===== src/rtl/bus_rr_arbiter_pkg.sv =====
// Shared types and constants for the round-robin peripheral-port arbiter.
package bus_arb_pkg;

  typedef enum logic [1:0] {
    IDLE = 2'd0,
    BUSY = 2'd1,
    RESP = 2'd2
  } arb_state_e;

  localparam logic [31:0] ARB_ERR_RDATA = 32'hDEAD_BEEF;

  function automatic int idx_w(input int n);
    return (n > 1) ? $clog2(n) : 1;
  endfunction

endpackage


===== src/rtl/bus_rr_arbiter_if.sv =====
// Requester-side and downstream signals of the arbiter; slave = arbiter view, master = environment view.
interface bus_rr_arbiter_if #(
  parameter int N_REQ = 2,
  parameter int AW    = 32,
  parameter int DW    = 32
);
  logic [N_REQ-1:0]         req_ss;
  logic [N_REQ-1:0]         req_we;
  logic [N_REQ-1:0][AW-1:0] req_addr;
  logic [N_REQ-1:0][DW-1:0] req_wdata;
  logic [N_REQ-1:0][DW-1:0] req_rdata;
  logic [N_REQ-1:0]         req_bdone;
  logic [N_REQ-1:0]         req_err;
  logic                     s_ss;
  logic                     s_we;
  logic [AW-1:0]            s_addr;
  logic [DW-1:0]            s_wdata;
  logic [DW-1:0]            s_rdata;
  logic                     s_bdone;

  modport slave (
    input  req_ss, req_we, req_addr, req_wdata, s_rdata, s_bdone,
    output req_rdata, req_bdone, req_err, s_ss, s_we, s_addr, s_wdata
  );

  modport master (
    output req_ss, req_we, req_addr, req_wdata, s_rdata, s_bdone,
    input  req_rdata, req_bdone, req_err, s_ss, s_we, s_addr, s_wdata
  );
endinterface


===== src/rtl/bus_rr_arbiter_rr_picker.sv =====
// Combinational round-robin search: first set request after last_i, wrapping modulo N.
module rr_picker #(
  parameter int N  = 2,
  parameter int IW = 1
) (
  input  logic [N-1:0]  req_i,
  input  logic [IW-1:0] last_i,
  output logic [IW-1:0] idx_o,
  output logic          vld_o
);

  // Walk from farthest to nearest so the nearest requester after last_i overwrites.
  always_comb begin
    idx_o = '0;
    vld_o = 1'b0;
    for (int k = N; k >= 1; k--) begin
      if (req_i[(int'(last_i) + k) % N]) begin
        idx_o = IW'((int'(last_i) + k) % N);
        vld_o = 1'b1;
      end
    end
  end

endmodule


===== src/rtl/bus_rr_arbiter.sv =====
// Round-robin arbiter sharing one peripheral slave among N_REQ masters (IDLE -> BUSY -> RESP).
// Optional ARB_TIMEOUT_EN: BUSY watchdog that completes with ARB_ERR_RDATA and an error pulse.
module bus_rr_arbiter
  import bus_arb_pkg::*;
#(
  parameter int N_REQ   = 2,
  parameter int AW      = 32,
  parameter int DW      = 32,
  parameter int TIMEOUT = 255
) (
  input  logic            clk,
  input  logic            rst_n,
  bus_rr_arbiter_if.slave bus
);

  localparam int IW = idx_w(N_REQ);

  arb_state_e    state_q, state_d;
  logic [IW-1:0] grant_q, grant_d;
  logic [IW-1:0] last_q, last_d;
  logic          we_q, we_d;
  logic [AW-1:0] addr_q, addr_d;
  logic [DW-1:0] wdata_q, wdata_d;
  logic [DW-1:0] rdata_q, rdata_d;
  logic          err_q, err_d;
  logic [IW-1:0] pick_idx;
  logic          pick_vld;
  logic          tmo_hit;

  rr_picker #(.N(N_REQ), .IW(IW)) u_picker (
    .req_i  (bus.req_ss),
    .last_i (last_q),
    .idx_o  (pick_idx),
    .vld_o  (pick_vld)
  );

`ifdef ARB_TIMEOUT_EN
  localparam int CW = $clog2(TIMEOUT + 1);
  logic [CW-1:0] cnt_q, cnt_d;

  always_comb begin
    cnt_d = cnt_q;
    if (state_q != BUSY)     cnt_d = '0;
    else if (!bus.s_bdone)   cnt_d = cnt_q + 1'b1;
  end

  // Fires on the TIMEOUT-th BUSY cycle without a downstream done.
  assign tmo_hit = (state_q == BUSY) && !bus.s_bdone && (cnt_q == CW'(TIMEOUT - 1));

  always_ff @(posedge clk) begin
    if (!rst_n) cnt_q <= '0;
    else        cnt_q <= cnt_d;
  end
`else
  assign tmo_hit = 1'b0;
`endif

  always_comb begin
    state_d = state_q;
    grant_d = grant_q;
    last_d  = last_q;
    we_d    = we_q;
    addr_d  = addr_q;
    wdata_d = wdata_q;
    rdata_d = rdata_q;
    err_d   = err_q;
    case (state_q)
      IDLE: begin
        if (pick_vld) begin
          grant_d = pick_idx;
          last_d  = pick_idx;
          we_d    = bus.req_we[pick_idx];
          addr_d  = bus.req_addr[pick_idx];
          wdata_d = bus.req_wdata[pick_idx];
          state_d = BUSY;
        end
      end
      BUSY: begin
        if (bus.s_bdone) begin
          rdata_d = bus.s_rdata;
          err_d   = 1'b0;
          state_d = RESP;
        end else if (tmo_hit) begin
          rdata_d = DW'(ARB_ERR_RDATA);
          err_d   = 1'b1;
          state_d = RESP;
        end
      end
      RESP:    state_d = IDLE;
      default: state_d = IDLE;
    endcase
  end

  always_ff @(posedge clk) begin
    if (!rst_n) begin
      state_q <= IDLE;
      grant_q <= '0;
      last_q  <= IW'(N_REQ - 1);
      we_q    <= 1'b0;
      addr_q  <= '0;
      wdata_q <= '0;
      rdata_q <= '0;
      err_q   <= 1'b0;
    end else begin
      state_q <= state_d;
      grant_q <= grant_d;
      last_q  <= last_d;
      we_q    <= we_d;
      addr_q  <= addr_d;
      wdata_q <= wdata_d;
      rdata_q <= rdata_d;
      err_q   <= err_d;
    end
  end

  assign bus.s_ss    = (state_q == BUSY);
  assign bus.s_we    = we_q;
  assign bus.s_addr  = addr_q;
  assign bus.s_wdata = wdata_q;

  // Response is steered to the granted lane only; other lanes see zero.
  for (genvar i = 0; i < N_REQ; i++) begin : g_lane
    logic sel;
    assign sel              = (state_q == RESP) && (grant_q == IW'(i));
    assign bus.req_bdone[i] = sel;
    assign bus.req_err[i]   = sel & err_q;
    assign bus.req_rdata[i] = sel ? rdata_q : '0;
  end

endmodule


===== src/flat_wrapper.sv =====
// flat-port wrapper written by rule: the top's interface ports become plain ports
module bus_rr_arbiter_flat import bus_arb_pkg::*;
#(
  parameter int N_REQ   = 2,
  parameter int AW      = 32,
  parameter int DW      = 32,
  parameter int TIMEOUT = 255
)
  (clk, rst_n, bus_req_ss, bus_req_we, bus_req_addr, bus_req_wdata, bus_s_rdata, bus_s_bdone, bus_req_rdata, bus_req_bdone, bus_req_err, bus_s_ss, bus_s_we, bus_s_addr, bus_s_wdata);
  bus_rr_arbiter_if #(.N_REQ(N_REQ), .AW(AW), .DW(DW)) bus_i ();
  input  logic clk;
  input  logic rst_n;
  input wire logic [$bits(bus_i.req_ss)-1:0] bus_req_ss;
  input wire logic [$bits(bus_i.req_we)-1:0] bus_req_we;
  input wire logic [$bits(bus_i.req_addr)-1:0] bus_req_addr;
  input wire logic [$bits(bus_i.req_wdata)-1:0] bus_req_wdata;
  input wire logic [$bits(bus_i.s_rdata)-1:0] bus_s_rdata;
  input wire logic [$bits(bus_i.s_bdone)-1:0] bus_s_bdone;
  output wire logic [$bits(bus_i.req_rdata)-1:0] bus_req_rdata;
  output wire logic [$bits(bus_i.req_bdone)-1:0] bus_req_bdone;
  output wire logic [$bits(bus_i.req_err)-1:0] bus_req_err;
  output wire logic [$bits(bus_i.s_ss)-1:0] bus_s_ss;
  output wire logic [$bits(bus_i.s_we)-1:0] bus_s_we;
  output wire logic [$bits(bus_i.s_addr)-1:0] bus_s_addr;
  output wire logic [$bits(bus_i.s_wdata)-1:0] bus_s_wdata;
  assign bus_i.req_ss = bus_req_ss;
  assign bus_i.req_we = bus_req_we;
  assign bus_i.req_addr = bus_req_addr;
  assign bus_i.req_wdata = bus_req_wdata;
  assign bus_i.s_rdata = bus_s_rdata;
  assign bus_i.s_bdone = bus_s_bdone;
  assign bus_req_rdata = bus_i.req_rdata;
  assign bus_req_bdone = bus_i.req_bdone;
  assign bus_req_err = bus_i.req_err;
  assign bus_s_ss = bus_i.s_ss;
  assign bus_s_we = bus_i.s_we;
  assign bus_s_addr = bus_i.s_addr;
  assign bus_s_wdata = bus_i.s_wdata;
  bus_rr_arbiter #(.N_REQ(N_REQ), .AW(AW), .DW(DW), .TIMEOUT(TIMEOUT)) u_core (.clk(clk), .rst_n(rst_n), .bus(bus_i));
endmodule

===== config.mk =====
export PLATFORM = sky130hd
export DESIGN_NAME = bus_rr_arbiter_flat
export DESIGN_NICKNAME = d
export VERILOG_FILES = /design/src/rtl/bus_rr_arbiter_pkg.sv /design/src/rtl/bus_rr_arbiter_if.sv /design/src/rtl/bus_rr_arbiter_rr_picker.sv /design/src/rtl/bus_rr_arbiter.sv /design/src/flat_wrapper.sv
export SDC_FILE = /design/constraint.sdc
export NUM_CORES = 1
export LEC_CHECK = 0
export CORE_ASPECT_RATIO = 0.75
export CORE_MARGIN = 1
export CORE_UTILIZATION = 29
export DETAILED_ROUTE_END_ITERATION = 8
export PLACE_DENSITY = 0.66
export SLEW_MARGIN = 20
export SYNTH_ARGS = -nofsm -noshare
export SYNTH_HDL_FRONTEND = slang
export SYNTH_HIERARCHICAL = 1
export SYNTH_SLANG_ARGS = --single-unit

===== constraint.sdc =====
create_clock -name clk -period 4 [get_ports clk]
set_input_delay 0.6 -clock clk [delete_from_list [all_inputs] [get_ports clk]]
set_output_delay 0.6 -clock clk [all_outputs]
set_load 0.02 [all_outputs]

==> results <==
- The startpoint of the worst-slack reg-to-reg timing path is u_core/last_q.
- The peak supply drop is 0.000183 V.
- The netlist uses 21 different library cells.
- Synthesis inferred 101 register bits.
- The quantity of hold-fixing buffers added after cts is 0.
- Synthesis produced a netlist whose cell count is 526.
- The share of cells above drive strength 1 is 0.0400.
- Setup repair after global routing left no endpoint under its margin.
- The type of the worst min-delay path is reg -> reg.
- The remaining max-slew budget at the tightest pin is 0.352.
- The number of antenna violations at the first check in global routing is 0.
- The die is 112 microns tall.
- The path with the worst hold slack has its endpoint at u_core/bus.s_we.
- The total overflow left after global routing is 0.
- The worst flop-to-flop path endpoint is u_core/bus.s_wdata[7].
- The largest single stage delay on the critical path is 0.80 ns.
- The number of vias per cell is 4.62.
- The global-route total usage across every layer is 0.179.
- The worst clock skew is 0.00898 ns.
- The initialized floorplan defines 39 standard-cell rows.
- The cell sitting at the root of the clock tree is a sky130_fd_sc_hd__clkbuf_16.
- STA classifies the critical path endpoint as an output pin.
- Leaving out fill and tap cells, the most frequent cells in the layout are sky130_fd_sc_hd__clkdlybuf4s50_1 (297), sky130_fd_sc_hd__nand2_1 (131), sky130_fd_sc_hd__dfxtp_1 (101).
- STA puts the critical path data required time at 3.40 ns.
- The slack of the worst reg-to-reg path is 2.16 ns.
- The run finished with clean final reports.
- The area growth from synthesis to layout is 71.7%.
- The total wire length after detailed routing is 15000 microns.
- The residual antenna-violating net count after detailed routing is 0.
- The DRC violation count after routing is 0.
- For this run, the share of the core covered by cells in the final layout is 0.519.
- The total power per unit cell area is 328 nW/um^2.
- The core outline area is 15600 sq um.
- The synthesized netlist occupies a cell area of 4710 sq um.
- Traced cell by cell, the critical path runs through and3b_1 > and2_1 > clkdlybuf4s50_1.
- The total via count in the routed design is 4639.
- The count of H-tree levels built during CTS is 3.
- In the final timing run, aggregate negative setup slack is 0 ns.
- In the final design database the tool counted 962 nets.
- The die boundary width is 149 microns.
- Dividing the synthesized area by the synthesized cell count gives 8.95 sq um.
- The violation count after the first detailed-route iteration is 150.
- The most common cell after layout, fill and taps aside is sky130_fd_sc_hd__clkdlybuf4s50_1.
- The clock-pin transition on the worst setup and hold timing paths is 0.07 ns.
- The final hold slack is 0.465 ns.
- The number of max-capacitance violations reported is 0.
- Yosys printed 6 warnings.
- The detailed-placement wirelength estimate is 11500 microns.
- Counting the buffers created by CTS gives 9.
- The transition at the pin with the smallest max-transition slack is 0.972 ns.
- After clock tree synthesis, the setup repair step added 0 buffers.
- Setup violations remaining at the end of the flow were counted as 0.
- The number of hold violations in the final report was 0.
- The leakage power figure is 3.00 nW.
- The clock tree from TritonCTS is done.
- The max-slew violation total from the final report is 0.
- The first-pass GRT wire length is 23400 microns.
- The worst hold path begins at u_core/bus.s_we.
- The congestion estimate from routability-driven global placement came to 0.850.
- The initial utilization of the core area, before any placement, comes to 0.302.
- Entering global routing, the biggest net connects 81 pins.
- Of the available clock period, the critical path in the final layout requires 0.779.
- The worst hold path depth is 2.
- The worst setup path is launched from a flop.
- During placement, the flow inserted port buffers numbering 298.
- In the post-route analysis, the smallest setup slack over all paths is 0.884 ns.
- The time the worst path needs with I/O delays and setup is 3.12 ns.
- The share of the Yosys chip area taken by registers is 0.429.
- The logic depth of the worst register-to-register path is 4.
- The fmax is 321 MHz.
- During I/O placement, the number of pins put on the boundary was 301.
- The via count of the first global-routing pass came to 4611.
- The clock latency on the worst-skew pair is 0.36 ns.
- After clock tree synthesis, the repair step resized 0 gates.
- Power comes to 0.00265 W.
- For this run, the detailed router's first-pass iteration total came to 4.
- Prior to clock tree synthesis, the placed netlist has a worst setup slack of 1.26 ns.
- No sink is reached through more buffers than the 2 on the longest clock path.
- The number of antenna diodes in the final layout is 0.
- The die area is 16800 sq um.
- Along the worst path, the maximum fanout reaches 33.
- The total clock sinks is 101.
- The critical path start-end classification is reg -> out.
- The average wire per standard cell is 14.9 microns.
- The worst path arrival time is 2.52 ns.
- The library cell contributing the largest single delay on the critical path is sky130_fd_sc_hd__and3b_1.
==> stage by stage <==
step	instances	area (sq um)
4_1_cts	1005	8080
3_5_place_dp	989	7800
5_1_grt	1005	8080
6_report	1005	8080
2_1_floorplan	527	4710
3_3_place_gp	989	7800
==> power by group <==
part           switching (W)  internal [W]  leakage (nW)
Clock               0.000416      0.000432         0.135
Combinational       0.000302      0.000361          2.04
Sequential         0.0000494       0.00109         0.830
Total               0.000767       0.00188          3.00
==> worst max-delay path, delay by kind of cell (launching register included) <==
| family | cells | cell delay (ns) |
|---|---|---|
| buf+inv | 1 | 0.62 |
| flops | 1 | 0.50 |
| simple gates | 2 | 1.04 |
==> Yosys cell counts <==
cell type                     n  area [sq um]
sky130_fd_sc_hd__buf_2       14          70.1
sky130_fd_sc_hd__o22ai_1     65           407
sky130_fd_sc_hd__nor2_1       1          3.75
sky130_fd_sc_hd__nand2_1    131           492
sky130_fd_sc_hd__nand4bb_1    2          22.5
sky130_fd_sc_hd__buf_4       14           105
sky130_fd_sc_hd__or2_1        1          6.26
sky130_fd_sc_hd__and2_1      65           407
sky130_fd_sc_hd__nor2b_1      1          6.26
sky130_fd_sc_hd__clkbuf_1    19          71.3
sky130_fd_sc_hd__nor3b_2      2          25.0
sky130_fd_sc_hd__and3b_1      2          17.5
sky130_fd_sc_hd__mux2i_1     98           981
sky130_fd_sc_hd__buf_1        1          3.75
sky130_fd_sc_hd__conb_1       1          3.75
sky130_fd_sc_hd__inv_1        2          7.51
sky130_fd_sc_hd__a2111oi_0    1          8.76
sky130_fd_sc_hd__dfxtp_1    101          2020
sky130_fd_sc_hd__o211ai_1     1          7.51
sky130_fd_sc_hd__a21boi_1     1          7.51
sky130_fd_sc_hd__buf_6        3          33.8
==> area by class of cell <==
cell class / count / area (sq um)
Fill cell: 1413 / 7480
Timing Repair Buffer: 308 / 3080
Multi-Input combinational cell: 373 / 2430
Sequential cell: 101 / 2020
Tap cell: 205 / 256
Clock buffer: 9 / 225
Clock inverter: 7 / 57.6
Inverter: 2 / 7.51
==> worst max path at each step <==
stage	startpoint	to	slack (ns)
final	u_core/state_q[1]	bus_req_rdata[50]	0.88
after detailed placement	u_core/state_q[1]	bus_req_rdata[50]	1.26
after global routing	u_core/state_q[1]	bus_req_rdata[32]	0.66
after global placement	u_core/state_q[1]	bus_req_rdata[41]	1.40
after CTS	u_core/state_q[1]	bus_req_rdata[50]	0.85
after floorplan	u_core/state_q[1]	bus_req_rdata[10]	2.27
==> state kept, by name (all words and copies together), names as in the netlist <==
name and count:
u_core/state_q 2, u_core/rdata_q 32, u_core/bus.s_addr 32, u_core/bus.s_wdata 32, u_core/bus.s_we 1, u_core/last_q 1
u_core/grant_q 1
==> metal layers <==
layer  part of all wire  wire (microns)  vias to the layer above  global-route usage
li1                   -               -                     2323                   -
met1               0.41            6130                     2114               0.200
met2               0.50            7450                      184               0.320
met3              0.078            1170                       18              0.0557
met4              0.017             255                        0              0.0599
met5                  0               0                        -                   0
==> logic make-up (layout without fill, tap and decap cells) <==
kind of cell | Yosys count | count (layout) | share of synthesized area
AOI/OAI and AO/OA | 68 | 68 | 0.0914
and+or+nand+nor | 205 | 205 | 0.208
DFF | 101 | 101 | 0.429
other | 1 | 2 | 0.000796
buffers and inverters | 53 | 326 | 0.0619
muxes | 98 | 98 | 0.208
No activity file was read; power rests on OpenSTA's default activity.
